## src/rtl/nvram_uploader.sv

```systemverilog
// Serves HPS upload reads from the 1K x 4 CMOS RAM, packing nibble pairs into bytes.
// Optional save-request flag enabled by defining NVRAM_DIRTY_EN.
module nvram_uploader #(
  parameter int UPLOAD_INDEX = 4,
  parameter int RD_LATENCY   = 1,
  parameter int IMAGE_BYTES  = 512
) (
  input  logic        clk_sys,
  input  logic        reset,
  input  logic        ioctl_upload,
  input  logic [15:0] ioctl_index,
  input  logic        ioctl_rd,
  input  logic [24:0] ioctl_addr,
  output logic [7:0]  ioctl_din,
  output logic        ioctl_wait,
  output logic [9:0]  ram_addr,
  output logic        ram_rd,
  input  logic [3:0]  ram_q,
  input  logic        ram_busy,
  input  logic        cpu_cmos_we,
  output logic        nvram_dirty
);

  typedef enum logic [2:0] {
    IDLE,
    ISSUE_LO,
    WAIT_LO,
    ISSUE_HI,
    WAIT_HI
  } state_t;

  localparam logic [2:0] LAT_LAST = 3'(RD_LATENCY - 1);
  localparam logic [8:0] LAST_N   = 9'(IMAGE_BYTES - 1);

  state_t     state_q, state_d;
  logic [7:0] din_q, din_d;
  logic       wait_q, wait_d;
  logic [9:0] addr_q, addr_d;
  logic [8:0] n_q, n_d;
  logic [3:0] lo_q, lo_d;
  logic [2:0] cnt_q, cnt_d;
  logic       rd_c;
  logic       last_hit;
  logic       session;
  logic       oob;

  assign session = ioctl_upload && (ioctl_index == 16'(UPLOAD_INDEX));
  assign oob     = ioctl_addr >= 25'(IMAGE_BYTES);

  always_comb begin
    state_d  = state_q;
    din_d    = din_q;
    wait_d   = wait_q;
    addr_d   = addr_q;
    n_d      = n_q;
    lo_d     = lo_q;
    cnt_d    = cnt_q;
    rd_c     = 1'b0;
    last_hit = 1'b0;
    // Losing the session mid-request abandons it; the last byte stays visible.
    if (!session && state_q != IDLE) begin
      state_d = IDLE;
      wait_d  = 1'b0;
      cnt_d   = 3'd0;
    end else begin
      unique case (state_q)
        IDLE: begin
          if (session && ioctl_rd) begin
            if (oob) begin
              din_d = 8'hFF;
            end else begin
              wait_d  = 1'b1;
              n_d     = ioctl_addr[8:0];
              addr_d  = {ioctl_addr[8:0], 1'b0};
              state_d = ISSUE_LO;
            end
          end
        end
        ISSUE_LO: begin
          if (!ram_busy) begin
            rd_c    = 1'b1;
            cnt_d   = 3'd0;
            state_d = WAIT_LO;
          end
        end
        WAIT_LO: begin
          if (cnt_q == LAT_LAST) begin
            lo_d    = ram_q;
            addr_d  = {n_q, 1'b1};
            cnt_d   = 3'd0;
            state_d = ISSUE_HI;
          end else begin
            cnt_d = cnt_q + 3'd1;
          end
        end
        ISSUE_HI: begin
          if (!ram_busy) begin
            rd_c    = 1'b1;
            cnt_d   = 3'd0;
            state_d = WAIT_HI;
          end
        end
        WAIT_HI: begin
          if (cnt_q == LAT_LAST) begin
            din_d    = {ram_q, lo_q};
            wait_d   = 1'b0;
            cnt_d    = 3'd0;
            last_hit = (n_q == LAST_N);
            state_d  = IDLE;
          end else begin
            cnt_d = cnt_q + 3'd1;
          end
        end
        default: begin
          state_d = IDLE;
          wait_d  = 1'b0;
        end
      endcase
    end
  end

  always_ff @(posedge clk_sys or posedge reset) begin
    if (reset) begin
      state_q <= IDLE;
      din_q   <= 8'h00;
      wait_q  <= 1'b0;
      addr_q  <= 10'd0;
      n_q     <= 9'd0;
      lo_q    <= 4'd0;
      cnt_q   <= 3'd0;
    end else begin
      state_q <= state_d;
      din_q   <= din_d;
      wait_q  <= wait_d;
      addr_q  <= addr_d;
      n_q     <= n_d;
      lo_q    <= lo_d;
      cnt_q   <= cnt_d;
    end
  end

  assign ioctl_din  = din_q;
  assign ioctl_wait = wait_q;
  assign ram_addr   = addr_q;
  assign ram_rd     = rd_c;

`ifdef NVRAM_DIRTY_EN
  logic sess_q, sess_d;
  logic done_last_q, done_last_d;
  logic dirty_q, dirty_d;
  logic fall;

  assign fall = sess_q && !session;

  always_comb begin
    sess_d      = session;
    done_last_d = done_last_q | last_hit;
    dirty_d     = dirty_q;
    if (fall) begin
      done_last_d = 1'b0;
    end
    // A CPU write in the clearing cycle must win: the image is stale again.
    if (cpu_cmos_we) begin
      dirty_d = 1'b1;
    end else if (fall && done_last_q) begin
      dirty_d = 1'b0;
    end
  end

  always_ff @(posedge clk_sys or posedge reset) begin
    if (reset) begin
      sess_q      <= 1'b0;
      done_last_q <= 1'b0;
      dirty_q     <= 1'b0;
    end else begin
      sess_q      <= sess_d;
      done_last_q <= done_last_d;
      dirty_q     <= dirty_d;
    end
  end

  assign nvram_dirty = dirty_q;
`else
  logic unused_dirty_inputs;
  assign unused_dirty_inputs = ^{cpu_cmos_we, last_hit};
  assign nvram_dirty = 1'b0;
`endif

endmodule

```

## config.mk

```make
export PLATFORM = sky130hd
export DESIGN_NAME = nvram_uploader
export DESIGN_NICKNAME = d
export VERILOG_FILES = /design/src/rtl/nvram_uploader.sv
export SDC_FILE = /design/constraint.sdc
export NUM_CORES = 1
export LEC_CHECK = 0
export CORE_ASPECT_RATIO = 2
export CORE_MARGIN = 2
export CORE_UTILIZATION = 37
export DETAILED_ROUTE_END_ITERATION = 10
export PLACE_DENSITY = 0.7
export SLEW_MARGIN = 20
export SYNTH_ARGS = -nofsm -noshare
export SYNTH_HDL_FRONTEND = slang
export SYNTH_SLANG_ARGS = --single-unit
```

## constraint.sdc

```tcl
create_clock -name clk_sys -period 2.9 [get_ports clk_sys]
set_input_delay 0.58 -clock clk_sys [delete_from_list [all_inputs] [get_ports clk_sys]]
set_output_delay 0.58 -clock clk_sys [all_outputs]
set_load 0.05 [all_outputs]
```

==> flow_metrics.py, run 1 <==
metrics = {
    "run_status": {
        "status": "complete, no violations",
    },
    "timing": {
        "slew-limit-headroom_pct": 65.1,
        "setup_viol": 0,
        "min_period_ns": 2.70,
        "fmax_ghz": 0.371,
        "timing.hold.ws_ns": 0.483,
        "drv_slew": 0,
        "hold_viol": 0,
        "setup-tns-final_ns": 0,
        "min_period_over_period_pct": 93.1,
        "worst_slew_pin_slew_ns": 0.523,
        "fin_skew_ns": 0.00656,
        "rsz0062_at_grt": "no",
    },
    "final_layout": {
        "area_growth_pct": 52.1,
        "fillers": 410,
        "drive_gt1_share_pct": 23.8,
        "final_common_cell": "clkdlybuf4s50_1",
        "nets": 283,
        "layout_common_cells": "clkdlybuf4s50_1, dfrtp_1, mux2_2, buf_4",
        "antennaDiodeCount": 0,
        "finalNonFillerCells": 288,
    },
    "critical_path": {
        "arrival_ns": 2.12,
        "cp.buffers_inverters": 2,
        "crit_type": "primary input to primary output",
        "worst_setup_path_end_kind": "primary output",
        "crit_family": "simple AND/OR/NAND/NOR gates",
        "max_stage_delay_ns": 0.48,
        "start_kind": "primary input",
        "critPathMaxFanout": 2,
        "critPathRequiredTime_ns": 2.32,
        "crit_path_cell_trace": "clkdlybuf4s50_1, nor4b_2, nand3_1, nor2_1, a21oi_1, nor2b_1, buf_12",
        "slowest_stage": "clkdlybuf4s50_1",
    },
    "placed_design": {
        "dp.cells": 280,
        "gp_congestion": 0.816,
        "dpl.hpwl_um": 3410,
        "io_buffers": 69,
    },
    "clock_network": {
        "cts_buffer_depth": 2,
        "clk_latency_ns": 0.29,
        "h-tree-depth": 2,
        "tritoncts": "yes",
        "clkTransAtPathRegs_ns": 0.07,
        "clkSinkCount": 38,
        "cts-root-buf": "clkbuf_8",
        "cts_buffers": 5,
    },
    "synth": {
        "synth_xor_area_share_pct": 0.953,
        "syn_area_per_cell_um2": 12.4,
        "synth_cells": 148,
        "synth_cell_types": 37,
        "synthAdderAreaFrac_pct": 1.36,
        "synthFlopType": "dfrtp_1",
        "syn_area_mm2": 0.00184,
        "synth.ff_latch_count": 38,
        "synth_nets": 201,
        "async_flop_share_pct": 100,
        "synthSimpleGateAreaFrac_pct": 14.4,
        "synth_edf_count": 0,
        "synth_compound_area_share_pct": 9.67,
        "ys_warn_count": 0,
        "yosysSeqAreaShare_pct": 51.7,
        "synth_top_family_by_area": "multiplexers",
        "synth.area.mux_share_pct": 19.5,
    },
    "floorplan": {
        "die_w_um": 53.8,
        "dieArea_mm2": 0.00558,
        "rows": 36,
        "die_h_um": 104,
        "fp.coreArea_mm2": 0.00482,
        "start_util_pct": 38.1,
        "ioPinCount": 72,
    },
    "routing": {
        "vias": 1500,
        "via_per_inst": 5.21,
        "drtIter0Drc": 7,
        "wl_per_cell_um": 15.1,
        "drc": 0,
        "wirelength_um": 4350,
        "dr.pass1.iters": 3,
        "detail-route-antenna-nets": 0,
    },
    "global_route": {
        "grt_pass1_wl_um": 6910,
        "grt_use_total_pct": 16.9,
        "grt_pass1_vias": 1516,
        "grt_max_degree": 39,
        "grt_antenna_before_repair": 0,
        "gr-total-overflow": 0,
    },
    "flow_run": {
        "cap_violations": 0,
    },
    "pwr": {
        "vdd_drop_max_uv": 514,
        "leakage_nw": 1.23,
        "p_per_area_mw_per_mm2": 380,
    },
    "worst_hold_path": {
        "worst_hold_path_type": "register to register",
    },
}
==> area by class of cell <==
class / count / area (um^2) / area share [%]
tap: 57 / 71.3 / 2.55
clock buffer: 7 / 76.3 / 2.73
inverter: 5 / 18.8 / 0.671
sequential: 38 / 951 / 34.0
multi-input combinational: 101 / 861 / 30.8
timing repair buffer: 79 / 788 / 28.2
clock inverter: 1 / 30.0 / 1.07
==> flip-flops by register name, indices dropped and copies added, names as in the netlist <==
name / cells
lo_q: 4
ram_addr: 10
n_q: 9
state_q: 3
ioctl_wait: 1
ioctl_din: 8
cnt_q: 3
==> routing by layer <==
layer,track usage (%),wire length [um],vias to the layer above
li1,-,-,721
met1,16.7,1510,716
met2,29.2,2340,57
met3,5.48,411,6
met4,8.79,86,0
met5,0,0,-
==> worst paths after layout <==
path,endpoint,startpoint,slack (ns),depth (start not counted)
max,ram_rd,ioctl_index[0],0.20,7
min,ioctl_wait,ioctl_wait,0.48,1
max reg2reg,ram_addr[5],cnt_q[0],0.96,7
min reg2reg,ioctl_wait,ioctl_wait,0.48,1
max in group asynchronous,ram_addr[2],reset,1.85,3
min in group asynchronous,ioctl_din[7],reset,0.70,3
==> what timing repair did <==
item	CTS	global route
resized for setup	0	1
setup buffers	0	0
endpoints found under the setup margin	0	1
hold buffers	0	0
==> power by group <==
| part | total [mW] | switching [mW] | internal [mW] |
|---|---|---|---|
| registers | 0.530 | 0.0000213 | 0.530 |
| logic | 0.101 | 0.0331 | 0.0679 |
| clock network | 0.432 | 0.175 | 0.257 |
==> cells by family (layout without fill, tap and decap cells) <==
| logic type | count (synthesis) | after routing |
|---|---|---|
| AND/OR/NAND/NOR | 42 | 42 |
| AO/OA/AOI/OAI | 22 | 22 |
| multiplexers | 32 | 32 |
| flip-flops | 38 | 38 |
| buffers and inverters | 9 | 92 |
| other | 1 | 1 |
| XOR/XNOR | 2 | 2 |
| adder cells (fa/ha/maj) | 2 | 2 |
==> metrics by stage <==
stage | total power, mW | area, um^2 | utilization (%) | setup WS, ns
finish | 1.06 | 2800 | 58.0 | 0.201
global route | 1.10 | 2800 | 58.0 | 0.0478
CTS | 1.08 | 2790 | 57.9 | 0.109
detailed placement | 0.642 | 2680 | 55.7 | 0.00981
global placement | 0.640 | 2680 | 55.7 | 0.0633
floorplan | 0.563 | 1840 | - | 0.416
==> synth_stat cells (all sizes together), types with 3 or more instances <==
cell type	instances	share of area, %
nor4	10	4.2
nand2	3	0.75
o22a	8	3.8
nor2	7	1.4
o21ai	3	0.82
inv	5	1.0
dfrtp	38	52
nand4	3	1.0
mux2	31	19
a21oi	5	1.4
nand2b	3	1.0
nor3	3	0.82
No activity file was read; power rests on OpenSTA's default activity.
==> run 2, diff against run 1 <==
--- a/config.mk
+++ b/config.mk
@@ -7,9 +7,10 @@
 export LEC_CHECK = 0
 export CORE_ASPECT_RATIO = 2
 export CORE_MARGIN = 2
-export CORE_UTILIZATION = 37
+export CORE_UTILIZATION = 43
+export CTS_CLUSTER_SIZE = 12
 export DETAILED_ROUTE_END_ITERATION = 10
-export PLACE_DENSITY = 0.7
+export PLACE_DENSITY = 0.79
 export SLEW_MARGIN = 20
 export SYNTH_ARGS = -nofsm -noshare
 export SYNTH_HDL_FRONTEND = slang
==> flow_metrics.py, run 2 (synthesized netlist as in run 1, its figures left out) <==
metrics = {
    "final_layout": {
        "antennaDiodeCount": 0,
        "largest_register_ffs": 10,
        "nets": 281,
        "layout_common_cells": "clkdlybuf4s50_1, dfrtp_1, mux2_2, nor4_1, o22a_1",
        "final_common_cell": "clkdlybuf4s50_1",
        "drive_gt1_share_pct": 24.5,
        "area_growth_pct": 51.5,
    },
    "timing": {
        "worst_slew_pin_slew_ns": 0.560,
        "min_period_ns": 2.74,
        "drv_slew": 0,
        "timing.hold.ws_ns": 0.487,
        "min_period_over_period_pct": 94.4,
        "fmax_ghz": 0.365,
        "fin_skew_ns": 0.00468,
        "setup-tns-final_ns": 0,
        "setup_viol": 0,
        "slew-limit-headroom_pct": 62.6,
        "rsz0062_at_grt": "no",
        "hold_viol": 0,
    },
    "pwr": {
        "netSwitchingPower_uw": 209,
        "pwr-share-clk_pct": 40.4,
        "p_sw_share_pct": 19.7,
        "leakage_nw": 1.23,
        "seqPwrFrac_pct": 50.0,
        "p_per_area_mw_per_mm2": 380,
        "internal_power_uw": 851,
        "vdd_drop_max_uv": 480,
        "combPwrFrac_pct": 9.6,
    },
    "routing": {
        "dr.pass1.iters": 4,
        "drc": 0,
        "drtIter0Drc": 5,
        "via_per_inst": 5.38,
        "wl_per_cell_um": 15.6,
        "detail-route-antenna-nets": 0,
        "wirelength_um": 4380,
        "vias": 1512,
    },
    "global_route": {
        "grt_pass1_wl_um": 7160,
        "grt_pass1_vias": 1579,
        "grt_max_degree": 25,
        "grt_antenna_before_repair": 0,
        "grt_use_total_pct": 19.6,
        "gr-total-overflow": 0,
    },
    "clock_network": {
        "cts-root-buf": "clkbuf_8",
        "clkTransAtPathRegs_ns": 0.07,
        "clkSinkCount": 38,
        "clk_latency_ns": 0.28,
        "cts_buffers": 5,
        "postCtsHoldBufs": 0,
        "tritoncts": "yes",
        "h-tree-depth": 2,
        "cts_buffer_depth": 2,
    },
    "run_status": {
        "status": "complete, no violations",
    },
    "placed_design": {
        "gp_congestion": 0.881,
        "dpl.hpwl_um": 3360,
        "io_buffers": 69,
    },
    "worst_hold_path": {
        "worst_hold_path_type": "register to register",
    },
    "floorplan": {
        "fp.coreArea_mm2": 0.00409,
        "die_h_um": 96.5,
        "rows": 33,
        "ioPinCount": 72,
        "die_w_um": 50.2,
        "dieArea_mm2": 0.00485,
        "start_util_pct": 45.0,
    },
    "critical_path": {
        "critPathMaxFanout": 4,
        "start_kind": "primary input",
        "crit_type": "primary input to primary output",
        "worst_setup_path_end_kind": "primary output",
        "critPathRequiredTime_ns": 2.32,
        "arrival_ns": 2.16,
    },
    "flow_run": {
        "cap_violations": 0,
    },
}
[run 2: final cells by class]
| class | count | area [um^2] |
|---|---|---|
| clock inverter | 3 | 40.0 |
| fill | 306 | 1300 |
| clock buffer | 5 | 68.8 |
| tap | 52 | 65.1 |
| inverter | 5 | 18.8 |
| timing repair buffer | 77 | 773 |
| multi-input combinational | 101 | 867 |
| sequential | 38 | 951 |
[run 2: worst paths after layout]
path / startpoint / endpoint / slack (ns) / cells after the start
max: ioctl_index[0] / ram_rd / 0.16 / 7
min: ioctl_din[4] / ioctl_din[4] / 0.49 / 1
max reg2reg: cnt_q[0] / ram_addr[2] / 0.98 / 7
min reg2reg: ioctl_din[4] / ioctl_din[4] / 0.49 / 1
max in group asynchronous: reset / ioctl_din[1] / 1.54 / 3
min in group asynchronous: reset / n_q[1] / 0.65 / 2
[run 2: routing by layer]
layer	up-vias	share of wire (%)	track usage, %
met2	58	56	38.3
li1	712	-	-
met1	734	36	19.3
met5	-	0	0
met4	0	1.8	8.33
met3	8	6.6	3.85
[run 2: repair_timing]
item / 4_1_cts / 5_1_grt
endpoints found under the setup margin: 0 / 1
resized for setup: 0 / 2
setup buffers: 0 / 0
[run 2: critical path, cell delays in order]
cell and delay, ns:
clkdlybuf4s50_1 0.47, nor4b_2 0.29, nand3_1 0.14, nor2_1 0.16
a21oi_1 0.11, nor2b_1 0.23, buf_12 0.17
[run 2: power groups by stage]
stage	Sequential [mW]	Combinational (mW)	Clock (mW)
global placement	0.540	0.0999	0
CTS	0.530	0.101	0.441
global route	0.529	0.110	0.459
finish	0.530	0.102	0.427
floorplan	0.540	0.0224	0
detailed placement	0.540	0.101	0
[run 2: per-stage QoR]
step	util [%]	power, mW	cells	cell area (um^2)	setup WS (ns)
global route	68.1	1.10	281	2780	0.0263
finish	68.1	1.06	281	2780	0.164
global placement	65.1	0.640	273	2660	0.0305
floorplan	-	0.563	148	1840	0.416
detailed placement	65.1	0.641	273	2660	0.00837
CTS	67.8	1.07	281	2770	0.119
==> run 3, diff against run 2 <==
--- a/config.mk
+++ b/config.mk
@@ -7,10 +7,11 @@
 export LEC_CHECK = 0
 export CORE_ASPECT_RATIO = 2
 export CORE_MARGIN = 2
-export CORE_UTILIZATION = 43
+export CORE_UTILIZATION = 45
 export CTS_CLUSTER_SIZE = 12
 export DETAILED_ROUTE_END_ITERATION = 10
-export PLACE_DENSITY = 0.79
+export DONT_BUFFER_PORTS = 1
+export PLACE_DENSITY = 0.6
 export SLEW_MARGIN = 20
 export SYNTH_ARGS = -nofsm -noshare
 export SYNTH_HDL_FRONTEND = slang
==> flow_metrics.py, run 3 (synthesized netlist as in run 1, its figures left out) <==
metrics = {
    "floorplan": {
        "fp.coreArea_mm2": 0.00388,
        "ioPinCount": 72,
        "rows": 32,
        "dieArea_mm2": 0.00464,
        "die_h_um": 94.4,
        "start_util_pct": 47.3,
        "die_w_um": 49.2,
    },
    "clock_network": {
        "tritoncts": "yes",
        "clkSinkCount": 38,
        "clk_latency_ns": 0.29,
        "cts_buffer_depth": 2,
        "cts_resized": 0,
        "postCtsHoldBufs": 0,
        "cts-root-buf": "clkbuf_8",
        "h-tree-depth": 2,
        "post-cts-setup-buffers": 0,
        "cts_buffers": 5,
        "clkTransAtPathRegs_ns": 0.08,
    },
    "final_layout": {
        "fillers": 361,
        "antennaDiodeCount": 0,
        "layout_common_cells": "dfrtp_1, mux2_2, nor4_1, o22a_1, nor2_1",
        "area_growth_pct": 10.3,
        "nets": 210,
        "utilization_pct": 52.2,
        "final_common_cell": "dfrtp_1",
        "largest_register_ffs": 10,
        "finalNonFillerCells": 209,
        "drive_gt1_share_pct": 32.3,
    },
    "worst_hold_path": {
        "worst_hold_path_type": "primary input to asynchronous set/reset pin",
    },
    "timing": {
        "fin_skew_ns": 0.00670,
        "hold_viol": 0,
        "setup_viol": 0,
        "rsz0062_at_grt": "no",
        "min_period_ns": 2.23,
        "setup-tns-final_ns": 0,
        "timing.hold.ws_ns": 0.334,
        "slew-limit-headroom_pct": 45.7,
        "min_period_over_period_pct": 77.0,
        "worst_slew_pin_slew_ns": 0.814,
        "drv_slew": 0,
        "fmax_ghz": 0.448,
    },
    "global_route": {
        "grt_use_total_pct": 17.4,
        "grt_max_degree": 23,
        "grt_pass1_vias": 1325,
        "grt_antenna_before_repair": 0,
        "gr-total-overflow": 0,
        "grt_pass1_wl_um": 6200,
    },
    "routing": {
        "via_per_inst": 5.86,
        "wl_per_cell_um": 18.0,
        "drtIter0Drc": 6,
        "vias": 1224,
        "wirelength_um": 3760,
        "detail-route-antenna-nets": 0,
        "dr.pass1.iters": 4,
        "drc": 0,
    },
    "critical_path": {
        "worst_setup_path_end_kind": "primary output",
        "critPathMaxFanout": 4,
        "arrival_ns": 1.65,
        "reg2reg_to": "ram_addr[5]",
        "worstReg2RegStart": "cnt_q[0]",
        "crit_type": "primary input to primary output",
        "crit_path_end": "ram_rd",
        "cp-startpoint": "ioctl_index[1]",
        "start_kind": "primary input",
        "critPathRequiredTime_ns": 2.32,
        "r2r_cells": 7,
        "rrSetupSlack_ns": 0.94,
    },
    "pwr": {
        "vdd_drop_max_uv": 429,
        "leakage_nw": 0.935,
        "p_total_uw": 929,
        "p_per_area_mw_per_mm2": 458,
    },
    "placed_design": {
        "dp.cells": 201,
        "io_buffers": 0,
        "gp_congestion": 0.941,
        "dpl.hpwl_um": 2950,
    },
    "run_status": {
        "status": "complete, no violations",
    },
    "flow_run": {
        "cap_violations": 0,
    },
}
## run 3: cell count changes in the layout (fill, tap and decap cells not counted)
cell / change
bufinv_16: -1
clkinv_2: -1
clkbuf_8: +1
buf_12: -2
clkinvlp_4: +1
buf_4: -1
nor4b_2: -2
clkdlybuf4s50_1: -68
nor4b_1: +2
## run 3: cell type report
type                    count  area [um^2]  share of cell area, %
flip-flops and latches     38          951                   46.9
multi-input cells         101          855                   42.1
clock buffers               6         82.6                   4.07
well taps                  51         63.8                   3.15
repair buffers              6         45.0                   2.22
inverters                   5         18.8                  0.925
clock inverters             2         12.5                  0.617
## run 3: critical path: stages
cell and delay (ns):
nor4b_1 0.27, nand3_1 0.15, nor2_1 0.18, a21oi_1 0.11, nor2b_1 0.15, buf_4 0.21
## run 3: power breakdown
part | switching [mW] | total (mW) | leakage [nW] | internal (mW)
Clock | 0.183 | 0.374 | 0.0472 | 0.191
Sequential | 0.000174 | 0.530 | 0.526 | 0.530
Combinational | 0.0162 | 0.0257 | 0.362 | 0.00945
Total | 0.199 | 0.929 | 0.935 | 0.730
## run 3: how the worst min path moves through the flow
stage	start	to	depth (start not counted)	slack (ns)
after floorplan	n_q[0]	n_q[0]	1	0.47
after global placement	n_q[4]	n_q[4]	1	0.48
after detailed placement	n_q[8]	n_q[8]	1	0.49
after CTS	reset	ioctl_din[4]	1	0.35
after global routing	reset	ioctl_din[4]	1	0.41
final	reset	ioctl_din[4]	1	0.33
## run 3: layer usage
layer,global-route usage [%],up-vias,share of wire (%)
met5,0,-,0
met4,8.10,0,1.5
met3,5.22,6,6.0
met2,31.8,43,56
met1,17.8,605,36
li1,-,570,-
## run 3: per-stage QoR
step	setup WS, ns	area, um^2
after CTS	0.647	2030
after global placement	0.427	1930
after global routing	0.546	2030
after detailed placement	0.423	1930
after floorplan	0.416	1840
final	0.666	2030
